File: config.mk
export PLATFORM = sky130hd
export DESIGN_NAME = pf_io_delay_ctrl
export DESIGN_NICKNAME = d
export VERILOG_FILES = /design/src/rtl/pf_io_delay_pkg.sv /design/src/rtl/pf_io_delay_settle_timer.sv /design/src/rtl/pf_io_delay_ctrl.sv
export SDC_FILE = /design/constraint.sdc
export NUM_CORES = 1
export LEC_CHECK = 0
export CAP_MARGIN = 40
export CORE_AREA = 2 2 71 73
export CTS_CLUSTER_SIZE = 20
export DETAILED_ROUTE_END_ITERATION = 16
export DIE_AREA = 0 0 73 75
export PLACE_DENSITY = 0.89
export SLEW_MARGIN = 5
export SYNTH_ARGS = -nofsm -noshare
export SYNTH_HDL_FRONTEND = slang
export SYNTH_SLANG_ARGS = --single-unit
File: constraint.sdc
create_clock -name i_clk -period 2.5 [get_ports i_clk]
set_input_delay 0.25 -clock i_clk [delete_from_list [all_inputs] [get_ports i_clk]]
set_output_delay 0.25 -clock i_clk [all_outputs]
set_load 0.05 [all_outputs]
File: src/rtl/pf_io_delay_pkg.sv
// Shared definitions for the PF_IO dynamic delay-line sequencer.
// Holds command encodings, FSM state enum and default sizing constants so
// that other delay-line control blocks (e.g. a per-lane arbiter) reuse them.
package pf_io_delay_pkg;

    localparam int unsigned TAP_W_DEF         = 7;
    localparam int unsigned MAX_TAP_DEF       = 127;
    localparam int unsigned DEFAULT_TAP_DEF   = 1;
    localparam int unsigned SETTLE_CYCLES_DEF = 4;
    localparam int unsigned SETTLE_CNT_W      = 4;
    localparam int unsigned CMD_OP_W          = 2;

    typedef enum logic [CMD_OP_W-1:0] {
        OP_LOAD = 2'd0,
        OP_INC  = 2'd1,
        OP_DEC  = 2'd2,
        OP_SET  = 2'd3
    } cmd_op_e;

    typedef enum logic [2:0] {
        ST_IDLE   = 3'd0,
        ST_PREP   = 3'd1,
        ST_PULSE  = 3'd2,
        ST_SETTLE = 3'd3,
        ST_CHECK  = 3'd4,
        ST_FIN    = 3'd5
    } state_e;

endpackage

File: src/rtl/pf_io_delay_settle_timer.sv
// Settle timer: loadable down-counter that flags expiry after SETTLE_CYCLES.
// Ports:
//   i_clk, i_rst   clock, synchronous active-high reset
//   i_load         load the counter (asserted in the pulse cycle)
//   o_expired_c    combinational: counter has reached zero
module pf_io_delay_settle_timer
    import pf_io_delay_pkg::*;
#(
    parameter int unsigned SETTLE_CYCLES = SETTLE_CYCLES_DEF
) (
    input  logic i_clk,
    input  logic i_rst,
    input  logic i_load,
    output logic o_expired_c
);

    logic [SETTLE_CNT_W-1:0] r_cnt;

    // Loaded with SETTLE_CYCLES-1 so the settle state lasts SETTLE_CYCLES cycles.
    always_ff @(posedge i_clk) begin
        if (i_rst) begin
            r_cnt <= '0;
        end else if (i_load) begin
            r_cnt <= SETTLE_CNT_W'(SETTLE_CYCLES - 1);
        end else if (r_cnt != '0) begin
            r_cnt <= r_cnt - SETTLE_CNT_W'(1);
        end
    end

    assign o_expired_c = (r_cnt == '0);

endmodule

File: src/rtl/pf_io_delay_ctrl.sv
// Sequencer for the dynamic delay line of one PF_IO instance.
// Accepts LOAD/INC/DEC/SET tap commands over valid/ready, issues spaced
// single-cycle LOAD/MOVE pulses, tracks a shadow tap count and flags range errors.
// Ports:
//   i_clk, i_rst                  clock, synchronous active-high reset
//   i_cmd_valid/o_cmd_ready       command handshake (ready only in IDLE)
//   i_cmd_op, i_cmd_arg           opcode and step count / target tap
//   o_delay_line_load/move        single-cycle pulses to the IOD
//   o_delay_line_direction        1=increment, 0=decrement
//   i_delay_line_out_of_range     range flag from the IOD
//   o_tap_value                   shadow tap count
//   o_busy, o_done, o_err_range   status
module pf_io_delay_ctrl
    import pf_io_delay_pkg::*;
#(
    parameter int unsigned TAP_W         = TAP_W_DEF,
    parameter int unsigned MAX_TAP       = MAX_TAP_DEF,
    parameter int unsigned DEFAULT_TAP   = DEFAULT_TAP_DEF,
    parameter int unsigned SETTLE_CYCLES = SETTLE_CYCLES_DEF
) (
    input  logic                i_clk,
    input  logic                i_rst,
    input  logic                i_cmd_valid,
    output logic                o_cmd_ready,
    input  logic [CMD_OP_W-1:0] i_cmd_op,
    input  logic [TAP_W-1:0]    i_cmd_arg,
    output logic                o_delay_line_load,
    output logic                o_delay_line_move,
    output logic                o_delay_line_direction,
    input  logic                i_delay_line_out_of_range,
    output logic [TAP_W-1:0]    o_tap_value,
    output logic                o_busy,
    output logic                o_done,
    output logic                o_err_range
);

    localparam logic [TAP_W:0]   MAX_TAP_EXT = (TAP_W+1)'(MAX_TAP);
    localparam logic [TAP_W-1:0] MAX_TAP_T   = TAP_W'(MAX_TAP);
    localparam logic [TAP_W-1:0] DEF_TAP_T   = TAP_W'(DEFAULT_TAP);

    state_e           r_state, w_state_nxt;
    cmd_op_e          r_op, w_op_nxt, w_cmd_op;
    logic [TAP_W-1:0] r_arg, w_arg_nxt;
    logic [TAP_W-1:0] r_rem, w_rem_nxt;
    logic [TAP_W-1:0] r_tap, w_tap_nxt;
    logic             r_dir, w_dir_nxt;
    logic             r_err, w_err_nxt;
    logic             r_blocked, w_blocked_nxt;
    logic             r_load, w_load_nxt;
    logic             r_move, w_move_nxt;
    logic             r_done, r_ready, r_busy;
    logic             w_go_pulse;
    logic             w_timer_load;
    logic             w_expired;
    logic             w_arg_over;
    logic             w_at_limit;

    assign w_cmd_op   = cmd_op_e'(i_cmd_op);
    assign w_arg_over = ({1'b0, r_arg} > MAX_TAP_EXT);
    assign w_at_limit = r_dir ? (r_tap == MAX_TAP_T) : (r_tap == '0);

    pf_io_delay_settle_timer #(
        .SETTLE_CYCLES (SETTLE_CYCLES)
    ) u_settle_timer (
        .i_clk       (i_clk),
        .i_rst       (i_rst),
        .i_load      (w_timer_load),
        .o_expired_c (w_expired)
    );

    // State and registered outputs; pulses and tap updates are computed one
    // cycle ahead so they line up with the state they belong to.
    always_ff @(posedge i_clk) begin
        if (i_rst) begin
            r_state   <= ST_IDLE;
            r_op      <= OP_LOAD;
            r_arg     <= '0;
            r_rem     <= '0;
            r_tap     <= DEF_TAP_T;
            r_dir     <= 1'b0;
            r_err     <= 1'b0;
            r_blocked <= 1'b0;
            r_load    <= 1'b0;
            r_move    <= 1'b0;
            r_done    <= 1'b0;
            r_ready   <= 1'b1;
            r_busy    <= 1'b0;
        end else begin
            r_state   <= w_state_nxt;
            r_op      <= w_op_nxt;
            r_arg     <= w_arg_nxt;
            r_rem     <= w_rem_nxt;
            r_tap     <= w_tap_nxt;
            r_dir     <= w_dir_nxt;
            r_err     <= w_err_nxt;
            r_blocked <= w_blocked_nxt;
            r_load    <= w_load_nxt;
            r_move    <= w_move_nxt;
            r_done    <= (w_state_nxt == ST_FIN);
            r_ready   <= (w_state_nxt == ST_IDLE);
            r_busy    <= (w_state_nxt != ST_IDLE);
        end
    end

    // Next-state and next-output logic.
    always_comb begin
        w_state_nxt   = r_state;
        w_op_nxt      = r_op;
        w_arg_nxt     = r_arg;
        w_rem_nxt     = r_rem;
        w_tap_nxt     = r_tap;
        w_dir_nxt     = r_dir;
        w_err_nxt     = r_err;
        w_blocked_nxt = r_blocked;
        w_load_nxt    = 1'b0;
        w_move_nxt    = 1'b0;
        w_go_pulse    = 1'b0;
        w_timer_load  = 1'b0;

        case (r_state)
            ST_IDLE: begin
                if (i_cmd_valid) begin
                    w_state_nxt = ST_PREP;
                    w_op_nxt    = w_cmd_op;
                    w_arg_nxt   = i_cmd_arg;
                    w_err_nxt   = 1'b0;
                    // Direction is resolved here so it is already on the pin in PREP.
                    case (w_cmd_op)
                        OP_INC: begin
                            w_dir_nxt = 1'b1;
                            w_rem_nxt = i_cmd_arg;
                        end
                        OP_DEC: begin
                            w_dir_nxt = 1'b0;
                            w_rem_nxt = i_cmd_arg;
                        end
                        OP_SET: begin
                            if (i_cmd_arg > r_tap) begin
                                w_dir_nxt = 1'b1;
                                w_rem_nxt = i_cmd_arg - r_tap;
                            end else begin
                                w_dir_nxt = 1'b0;
                                w_rem_nxt = r_tap - i_cmd_arg;
                            end
                        end
                        default: begin
                            w_dir_nxt = 1'b0;
                            w_rem_nxt = '0;
                        end
                    endcase
                end
            end
            ST_PREP: begin
                if (r_op == OP_LOAD) begin
                    w_go_pulse = 1'b1;
                end else if ((r_op == OP_SET) && w_arg_over) begin
                    w_err_nxt   = 1'b1;
                    w_state_nxt = ST_FIN;
                end else if (r_rem == '0) begin
                    w_state_nxt = ST_FIN;
                end else begin
                    w_go_pulse = 1'b1;
                end
            end
            ST_PULSE: begin
                if (r_blocked) begin
                    w_err_nxt   = 1'b1;
                    w_state_nxt = ST_FIN;
                end else begin
                    w_timer_load = 1'b1;
                    w_state_nxt  = ST_SETTLE;
                end
            end
            ST_SETTLE: begin
                if (w_expired) begin
                    w_state_nxt = ST_CHECK;
                end
            end
            ST_CHECK: begin
                if (i_delay_line_out_of_range) begin
                    w_err_nxt   = 1'b1;
                    w_state_nxt = ST_FIN;
                    // The IOD refused the last move: roll the shadow count back.
                    if (r_op != OP_LOAD) begin
                        w_tap_nxt = r_dir ? (r_tap - TAP_W'(1)) : (r_tap + TAP_W'(1));
                    end
                end else if (r_rem != '0) begin
                    w_go_pulse = 1'b1;
                end else begin
                    w_state_nxt = ST_FIN;
                end
            end
            ST_FIN: begin
                w_state_nxt = ST_IDLE;
            end
            default: begin
                w_state_nxt = ST_IDLE;
            end
        endcase

        // Entry into PULSE: issue the pulse now unless the tap is already at its limit.
        if (w_go_pulse) begin
            w_state_nxt   = ST_PULSE;
            w_blocked_nxt = 1'b0;
            if (r_op == OP_LOAD) begin
                w_load_nxt = 1'b1;
                w_tap_nxt  = DEF_TAP_T;
            end else if (w_at_limit) begin
                w_blocked_nxt = 1'b1;
            end else begin
                w_move_nxt = 1'b1;
                w_tap_nxt  = r_dir ? (r_tap + TAP_W'(1)) : (r_tap - TAP_W'(1));
                w_rem_nxt  = r_rem - TAP_W'(1);
            end
        end
    end

    assign o_cmd_ready            = r_ready;
    assign o_busy                 = r_busy;
    assign o_done                 = r_done;
    assign o_delay_line_load      = r_load;
    assign o_delay_line_move      = r_move;
    assign o_delay_line_direction = r_dir;
    assign o_tap_value            = r_tap;
    assign o_err_range            = r_err;

endmodule
==> impl_results.md <==
- Hold_buf cts: 0
- Seq/Total Area, Yosys: around a quarter
- Synth async-reset ratio: 0%
- CTS tree: yes
- Status: finished clean
- Core box area: approximately 4700 um^2
- Yosys reg bits: 31
- Internal power: about 1900 uW
- Crit path capture type: flip-flop
- Setup violators final: 0
- Critical Path AT: approximately 2600 ps
- Seq pwr share: approximately 23%
- Buf/Inv on CP: 3
- Most common cell after layout, fill and taps aside: buf_4
- Cell family with most CP delay: compound AO/OA/AOI/OAI gates
- Tot Pwr: ~3600 uW
- First-pass GRT wire length: 11400 um
- Largest net degree at the start of global routing: 16
- GRT Util Overall: a little over a quarter
- Initial drt markers: between 150 and 200
- Share of layout cells above drive strength 1: 16.7%
- Peak supply drop: 571 uV
- I/O Pins: 27
- Ant. Diodes: 0
- Clk pin slew, worst setup/hold paths: approximately 70 ps
- Fin nets: 411
- CTS Buffer Depth: 2
- WHS: 484 ps
- Antenna-violating nets left: 0
- CTS root buffer: clkbuf_8
- Sw Share: approximately 47%
- Rows: 25
- Worst EP required: 2680 ps
- Final Max Slew Viols: 0
- Net Sw Power: around 1700 uW
- Part of the power in the clock network: approximately 12%
- Skew final: between 4 and 5 ps
- Antenna violations before repair: 0
- Least-Margin Pin Slew: 502 ps
- Global route overflow: 0
- Comb pwr share: between 60% and 70%
- Largest family of logic cells by synthesized area: simple AND/OR/NAND/NOR gates
- P&R area growth vs syn: 25.0%
- TritonCTS buffer count: 5
- Detailed Routing Iterations Pass 1: 5
- Die ar.: roughly 5500 um^2
- Syn Area/Cell: ~7.9 um^2
- Most frequent cells in the layout: buf_4, dfxtp_1, clkdlybuf4s50_1
- Critical path class: input pin to flip-flop
- Routed WL: 6890 um
- Clk sinks: 31
- Synth Area in Compound Gates: 22.3%
- Post-synth EDFFs: 0
- Routed wire length per instance: between 15 and 20 um
- Yosys cell types: 64
- Fin area: ~3200 um^2
- DP HPWL: about 5300 um
- Die width: roughly 73 um
- Hold Crit Class: flip-flop to flip-flop
- CP peak stage delay: 480 ps
- Die height: around 75 um
- Post-synthesis simple-gate area fraction: 25.6%
- Worst-path fanout max: 8
- Adder-cell area share of the yosys netlist: 11.2%
- DRC: 0
- Main synth FF type: dfxtp_1
- Critical path, cell by cell: clkdlybuf4s50_1 > inv_1 > ha_1 > nand3_1 > o21bai_1 > a31oi_4 > buf_4 > nand2_1 > o311a_1 > a211oi_1
- Setup crit start kind: input pin
- R2R setup slack: 120 ps
- Area after DPL: around 3100 um^2
- PortBufs: 26
- Number of H-tree levels: 2
- Power Dens Cells: around 1100 nW/um^2
- Synth Cell Area: approximately 2600 um^2
- Synthesis Warnings: 0
- Period utilization: 95.8%
- GP Congestion: 0.896
- Unrepaired setup endpoints after global routing: true
- Xor and xnor area share after synthesis: ~5%
- Syn nets: 363
- Post-layout min period: 2400 ps
- Setup bufs post-CTS: 0
- Max-cap viol count: 0
- Synthesized instance count: about 330
- Setup tns final: 0 ps
- Worst skew pair latency: a little under 300 ps
- Starting Density: a little under three fifths
- P_leak: 0.00130 uW
- Normalized max-slew margin: roughly 66%
- Fmax achieved: between 400 and 500 MHz
- Via-to-Cell Ratio: between 6 and 7
- Number of global-route vias before repair: 2537
- Hold Vio Cnt, Final: 0
- CP max-delay cell: clkdlybuf4s50_1
- Via Count: 2670
- Post-synthesis mux area share: under 10%
[cells in the mapped netlist, drive strengths merged (4+ instances only)]
master | number | area share [%]
nand4 | 6 | 1.5
dfxtp | 31 | 24
nand2b | 5 | 1.2
nor3 | 22 | 4.5
a21oi | 24 | 4.8
o21a | 5 | 1.5
nand2 | 20 | 2.9
ha | 20 | 9.7
a31oi | 6 | 1.7
a211oi | 7 | 2.0
buf | 7 | 1.5
clkbuf | 12 | 1.7
nor2 | 20 | 2.9
a22oi | 4 | 1.2
nand3 | 10 | 1.9
or3 | 5 | 1.4
inv | 26 | 3.8
and2 | 4 | 0.97
nor2b | 5 | 1.2
xnor2 | 12 | 4.1
o21ai | 7 | 1.4
mux2i | 10 | 3.9
o31ai | 4 | 1.2
[flip-flops by register name, summed over array words and instances (netlist names)]
register                cells
o_delay_line_move           1
o_err_range                 1
o_tap_value                 7
r_blocked                   1
o_done                      1
r_rem                       7
r_state                     3
r_op                        2
o_cmd_ready                 1
o_delay_line_load           1
u_settle_timer.r_cnt        4
o_busy                      1
o_delay_line_direction      1
[final cells by class]
| type | instances | area, um^2 |
|---|---|---|
| clock buffer | 7 | 96.3 |
| clock inverter | 1 | 7.51 |
| fill | 362 | 1430 |
| inverter | 26 | 97.6 |
| multi-input combinational | 252 | 1820 |
| sequential | 31 | 626 |
| tap | 54 | 67.6 |
| timing repair buffer | 60 | 515 |
[final timing paths]
path	from	end	depth (start not counted)
worst max register to register	o_tap_value[0]	o_tap_value[0]	8
worst max-delay path	i_cmd_arg[3]	r_rem[2]	10
worst min register to register	r_op[1]	r_op[1]	2
worst min-delay path	r_op[1]	r_op[1]	2
[metrics by stage]
step / util [%] / std cells / setup slack [ps]
6_report: 69.3 / 431 / 105
5_1_grt: 69.3 / 431 / -44.2
4_1_cts: 68.6 / 431 / 37.5
3_5_place_dp: 66.4 / 423 / -185
3_3_place_gp: 66.4 / 423 / -43.7
2_1_floorplan: - / 328 / 3.25
[per-layer routing]
layer,vias to the layer above,wire length [um],GRT usage (%)
met4,0,200,13.8
met1,1222,3040,34.6
li1,1293,-,-
met3,29,512,5.09
met2,126,3130,42.8
met5,-,0,0
[worst reg2reg max path: cells and delay by family, from the launching register on]
family	cells	cell delay, ps
AO/OA/AOI/OAI	3	770
adder cells (fa/ha/maj)	1	190
buffers and inverters	1	70
flip-flops	1	320
AND/OR/NAND/NOR	3	910
[power by group through the flow]
stage	registers (uW)	clock network (uW)	logic, uW
finish	834	443	2350
global route	851	472	2550
CTS	826	449	2270
detailed placement	836	0	2260
global placement	829	0	2190
floorplan	1020	0	1410
[timing repair]
item / CTS / global route
gates resized for setup: 0 / 8
setup endpoints to repair: 0 / 11
endpoints found under the hold margin: 0 / 0
[kinds of logic (layout without fill, tap and decap cells)]
group,after synthesis,after routing
xor gates and xnor gates,15,15
AOI/OAI and AO/OA,83,83
muxes,12,12
adders and majority gates,22,22
buffers and inverters,45,94
and+or+nand+nor,120,120
DFF,31,31
(Power assumes the default switching activity.)
==> RTL edit 1: new RTL, same flow settings <==
`SETTLE_CNT_W`: 4 -> 3.
--- a/src/rtl/pf_io_delay_pkg.sv
+++ b/src/rtl/pf_io_delay_pkg.sv
@@ -9,3 +9,3 @@
     localparam int unsigned SETTLE_CYCLES_DEF = 4;
-    localparam int unsigned SETTLE_CNT_W      = 4;
+    localparam int unsigned SETTLE_CNT_W      = 3;
     localparam int unsigned CMD_OP_W          = 2;
Function: no difference found for any inputs over 10 cycles, from zero or initial values and one cycle with i_rst high; that may be too few to reach the edited logic, so the function may still have changed.
==> RTL edit 1 against the unedited design <==
Cell area up 5.0%. Total power down 17%. Clock power up 7.0%. Synthesized area down 0.29%. Wire length up 17%. Sequential cell count down 1. Worst setup slack worse by 0.029 ns. Global-route usage up 2.8 points. Largest cell class unchanged. Largest power group unchanged.
==> RTL edit 1: results (changes against the unedited design) <==
{| class="wikitable"
! Metric !! Value
|-
| Clock buffers created by TritonCTS || 5 (unchanged)
|-
| CP Data Arrival Time || 2.61 ns (+0.03 ns)
|-
| Crit path capture || o_tap_value[2]
|-
| Slew at the pin closest to its max-slew limit || 0.5016 ns (-0.0008715 ns)
|-
| Gpl congestion || 0.9531 (+6.4%)
|-
| Via count of the first global-routing pass || 2689 (+6.0%)
|-
| Dpl ws || -0.06672 ns (+0.1183 ns)
|-
| Comb. pwr || 1.78 mW (-24%)
|-
| Crit-path slowest cell || sky130_fd_sc_hd__or3b_4
|-
| Highest achievable clock rate || 412.5 MHz (-1.2%)
|-
| Leading post-synthesis cells by instance count || 34 x sky130_fd_sc_hd__a21oi_1, 30 x sky130_fd_sc_hd__dfxtp_1, 28 x sky130_fd_sc_hd__inv_1, 23 x sky130_fd_sc_hd__nand2_1
|-
| Critical-path maximum fanout || 6 (-2)
|-
| Total number of vias || 2851 (+6.8%)
|-
| Clk Tree Root Cell || sky130_fd_sc_hd__clkbuf_8
|-
| Outcome || completed
|-
| Sequential Power Share || 25.6% (+2.6 points)
|-
| Aggregate global-route resource usage || 29.60% (+2.8 points)
|-
| Class of the most critical hold timing path || flip-flop to flip-flop
|-
| CP top delay family || simple AND/OR/NAND/NOR gates
|-
| Reg-to-reg startpoint || o_tap_value[0]
|-
| NumNets Final || 434 (+5.6%)
|-
| Ranking of synthesized cells by area || sky130_fd_sc_hd__dfxtp_1 23%, sky130_fd_sc_hd__ha_1 10%, sky130_fd_sc_hd__a21oi_1 6.6%
|-
| Hold-critical path depth || 1 (-1)
|-
| Half-perimeter wire length after detailed placement || 5.825 mm (+9.2%)
|-
| Slack of the worst reg-to-reg path || 0.08 ns (-0.04 ns)
|-
| Number of design-rule violations left by the first detailed-router iteration || 388 (+110%)
|-
| Largest net degree at the start of global routing || 18 (+2)
|-
| Wirelength, routed || 8.045 mm (+17%)
|-
| Setup clock skew after layout || 0.006496 ns (+0.002009 ns)
|-
| Distinct cells, synth || 61 (-4.7%)
|-
| Share of synthesized area occupied by flip-flops and latches || 23.30% (-0.71 points)
|-
| Mean Syn Cell Area || 7.717 µm² (-2.1%)
|-
| Router iterations before antenna repair || 5 (unchanged)
|-
| Net Count, Synth || 370 (+1.9%)
|-
| Switching power || 1.345 mW (-22%)
|-
| Startpoint of the worst hold path || o_err_range
|-
| Leak pwr || 1.389 nW (+7.1%)
|-
| Worst hold margin || 0.4644 ns (-0.01980 ns)
|-
| Final std cells w/o fill || 453 (+5.1%)
|-
| Global-route wire length before repair || 12.51 mm (+9.3%)
|-
| Delay of the slowest cell on the worst path || 0.43 ns (-0.05 ns)
|-
| Post-CTS Resized || 2 (+2)
|-
| Destination of the worst hold path || o_err_range
|-
| Type of the worst setup path || flip-flop to flip-flop
|-
| Number of placed instances, taps included || 442 (+4.5%)
|-
| Fraction of final layout cells with drive strength greater than 1 || 21.05% (+4.3 points)
|-
| Seq group || 0.774 mW (-7.2%)
|-
| Peak supply drop || 0.0004944 V (-13%)
|-
| Area post-placement || 3193 µm² (+3.2%)
|}
## RTL edit 1: cell types whose count changed after synthesis, sizes merged, moves of 4 or more
cell	delta
o21ai	+8
nand4	-4
a211oi	-4
a21oi	+12
nor3	-7
xnor2	-8
## RTL edit 1: cells by family after synthesis
family	count (synthesis)	synth area share, %
mux	12	4.903
flops	30	23.30
simple gates	118	24.47
compound gates	100	26.89
fa+ha+maj	23	11.75
xor+xnor	6	2.039
buf+inv	45	6.650
## RTL edit 1: area by class of cell
cell class	count	area, µm²
multi-input cells	259	1886
fillers	332	1267
repair buffers	74	620.6
flip-flops and latches	30	604.3
clock buffers	8	110.1
inverters	28	105.1
well taps	54	67.56
## RTL edit 1: layer usage
| metal | share of wire [%] | track usage [%] | wire (µm) |
|---|---|---|---|
| met1 | 39 | 37.27 | 3126 |
| met2 | 49 | 50.65 | 3947 |
| met3 | 9.8 | 7.095 | 789 |
| met5 | 0 | 0 | 0 |
| met4 | 2.3 | 8.230 | 182 |
==> RTL edit 2: new RTL, config.mk and constraints unchanged <==
Without the edit above. Register the output `o_err_range` once more, cleared by the reset; this adds one clock of latency there. The other outputs are not delayed to match.
--- a/src/rtl/pf_io_delay_ctrl.sv
+++ b/src/rtl/pf_io_delay_ctrl.sv
@@ -224,3 +224,9 @@
     assign o_tap_value            = r_tap;
-    assign o_err_range            = r_err;
+    always_ff @(posedge i_clk) begin
+        if (i_rst) begin
+            o_err_range <= '0;
+        end else begin
+            o_err_range <= r_err;
+        end
+    end
 
Formal check against the unedited RTL: not equivalent (a bounded check fails within 10 cycles, from zero or initial values and one cycle with i_rst high).
==> RTL edit 2 against the unedited design <==
Total power decreased by 12%. Sequential cell count increased by 1. Highest routed layer unchanged. Sequential share of layout area increased by 0.53 points. Cell area increased by 0.46%. Worst setup slack got worse by 0.0051 ns. Sequential power increased by 4.6%. Critical endpoint is now r_rem[5]. Wire length increased by 3.1%. Cell count increased by 2.3%. Synthesized area decreased by 0.92%. First-iteration DRC count increased by 30%.
==> RTL edit 2: results (changes against the unedited design) <==
{| class="wikitable"
! Metric !! Value
|-
| Outcome || completed
|-
| #MultiIn Comb || 259 (+2.8%)
|-
| Via count of the first global-routing pass || 2564 (+1.1%)
|-
| Sequential fraction of total cell area || 19.89% (+0.53 points)
|-
| Routed via count divided by cell count || 6.143 (-0.84%)
|-
| Class of the most critical hold timing path || flip-flop to flip-flop
|-
| Clock Buffer Count || 6 (-1)
|-
| Multi-input gate share of total cell area || 55.36% (-0.99 points)
|-
| CP Data Arrival Time || 2.63 ns (+0.05 ns)
|-
| Global-route wire length before repair || 11.70 mm (+2.3%)
|-
| Gpl congestion || 0.9392 (+4.8%)
|-
| NumNets Final || 421 (+2.4%)
|-
| Distinct cells, synth || 59 (-7.8%)
|-
| Multiplexer share of the synthesized area || 4.787% (+0.044 points)
|-
| Peak supply drop || 0.0005831 V (+2.1%)
|-
| Clock-cell share of area || 3.315% (+0.10 points)
|-
| Number of design-rule violations left by the first detailed-router iteration || 241 (+30%)
|-
| Multi-input gate area || 1797 µm² (-1.3%)
|-
| Net Count, Synth || 367 (+1.1%)
|-
| Ranking of synthesized cells by area || sky130_fd_sc_hd__dfxtp_1 25%, sky130_fd_sc_hd__ha_1 9.8%, sky130_fd_sc_hd__a21oi_1 6.1%
|-
| Largest net degree at the start of global routing || 22 (+6)
|-
| Complex-gate fraction of the synthesized area || 21.79% (-0.53 points)
|-
| Leak pwr || 1.331 nW (+2.6%)
|-
| Setup clock skew after layout || 0.004982 ns (+0.0004960 ns)
|-
| Slew at the pin closest to its max-slew limit || 0.6098 ns (+0.1074 ns)
|-
| Synthesized flop and latch total || 32 (+3.2%)
|-
| Non-clock buffering overhead in the final layout || 16.35% (+0.39 points)
|-
| Wirelength, routed || 7.100 mm (+3.1%)
|-
| Switching power || 1.441 mW (-16%)
|-
| Critical-path maximum fanout || 5 (-3)
|-
| Share of synthesized area occupied by flip-flops and latches || 25.01% (+1.0 points)
|-
| Area post-placement || 3095 µm² (about the same)
|-
| Total clock network power || 0.487 mW (+9.9%)
|-
| Part of the total power dissipated in combinational logic || 57.5% (-7.3 points)
|-
| Half-perimeter wire length after detailed placement || 5.332 mm (about the same)
|-
| Mean Syn Cell Area || 7.714 µm² (-2.1%)
|-
| Fraction of final layout cells with drive strength greater than 1 || 17.83% (+1.1 points)
|-
| Fill cell count || 350 (-3.3%)
|-
| Total number of vias || 2709 (+1.5%)
|-
| Number of signal-net buffers in the layout || 62 (+3.3%)
|-
| Max Root-Sink Buffers || 2 (unchanged)
|-
| Aggregate global-route resource usage || 27.19% (+0.38 points)
|-
| Adder-cell area share of the yosys netlist || 11.33% (+0.10 points)
|}
==> RTL edit 2: cell types whose count changed in the layout (fill, tap and decap cells not counted), moves of 4 or more <==
cell                      delta
sky130_fd_sc_hd__o21ai_0    +10
sky130_fd_sc_hd__nor2_1     +10
sky130_fd_sc_hd__nor3_1      -8
sky130_fd_sc_hd__and2_1      -4
sky130_fd_sc_hd__a21oi_2     +4
sky130_fd_sc_hd__a21oi_1     +4
sky130_fd_sc_hd__nand2_1     +5
==> RTL edit 2: stage by stage <==
| step | setup TNS, ns | power [mW] | setup WS (ns) | hold WS (ns) |
|---|---|---|---|---|
| 2_1_floorplan | 0 | 2.092 | 0.05158 | 0.3860 |
| 3_3_place_gp | -0.5959 | 2.554 | -0.2318 | 0.4574 |
| 3_5_place_dp | -1.072 | 2.624 | -0.3211 | 0.4694 |
| 4_1_cts | 0 | 3.130 | 0.02848 | 0.4803 |
| 5_1_grt | 0 | 3.411 | 0.001434 | 0.5089 |
| 6_report | 0 | 3.195 | 0.09945 | 0.4839 |
==> RTL edit 2: path summary, 6_finish.rpt <==
check | slack [ns] | end | from
worst max-delay path | 0.1 | r_rem[5] | i_cmd_arg[3]
worst min-delay path | 0.48 | r_op[1] | r_op[1]
worst max register to register | 0.14 | r_rem[2] | o_tap_value[1]
worst min register to register | 0.48 | r_op[1] | r_op[1]
==> RTL edit 2: repair_timing <==
action                                  4_1_cts  5_1_grt
pin swaps                                     0        2
endpoints found under the setup margin        2       11
gates resized for setup                       2       10
buffers inserted                              0        0
==> RTL edit 2: layer usage <==
metal,global-route usage (%),share of wire (%),vias up,routed length [µm]
met5,0,0,-,0
met4,9.671,2.4,0,172
met3,4.819,5.6,26,395
met2,45.95,47,115,3358
met1,34.95,45,1270,3174
li1,-,-,1298,-
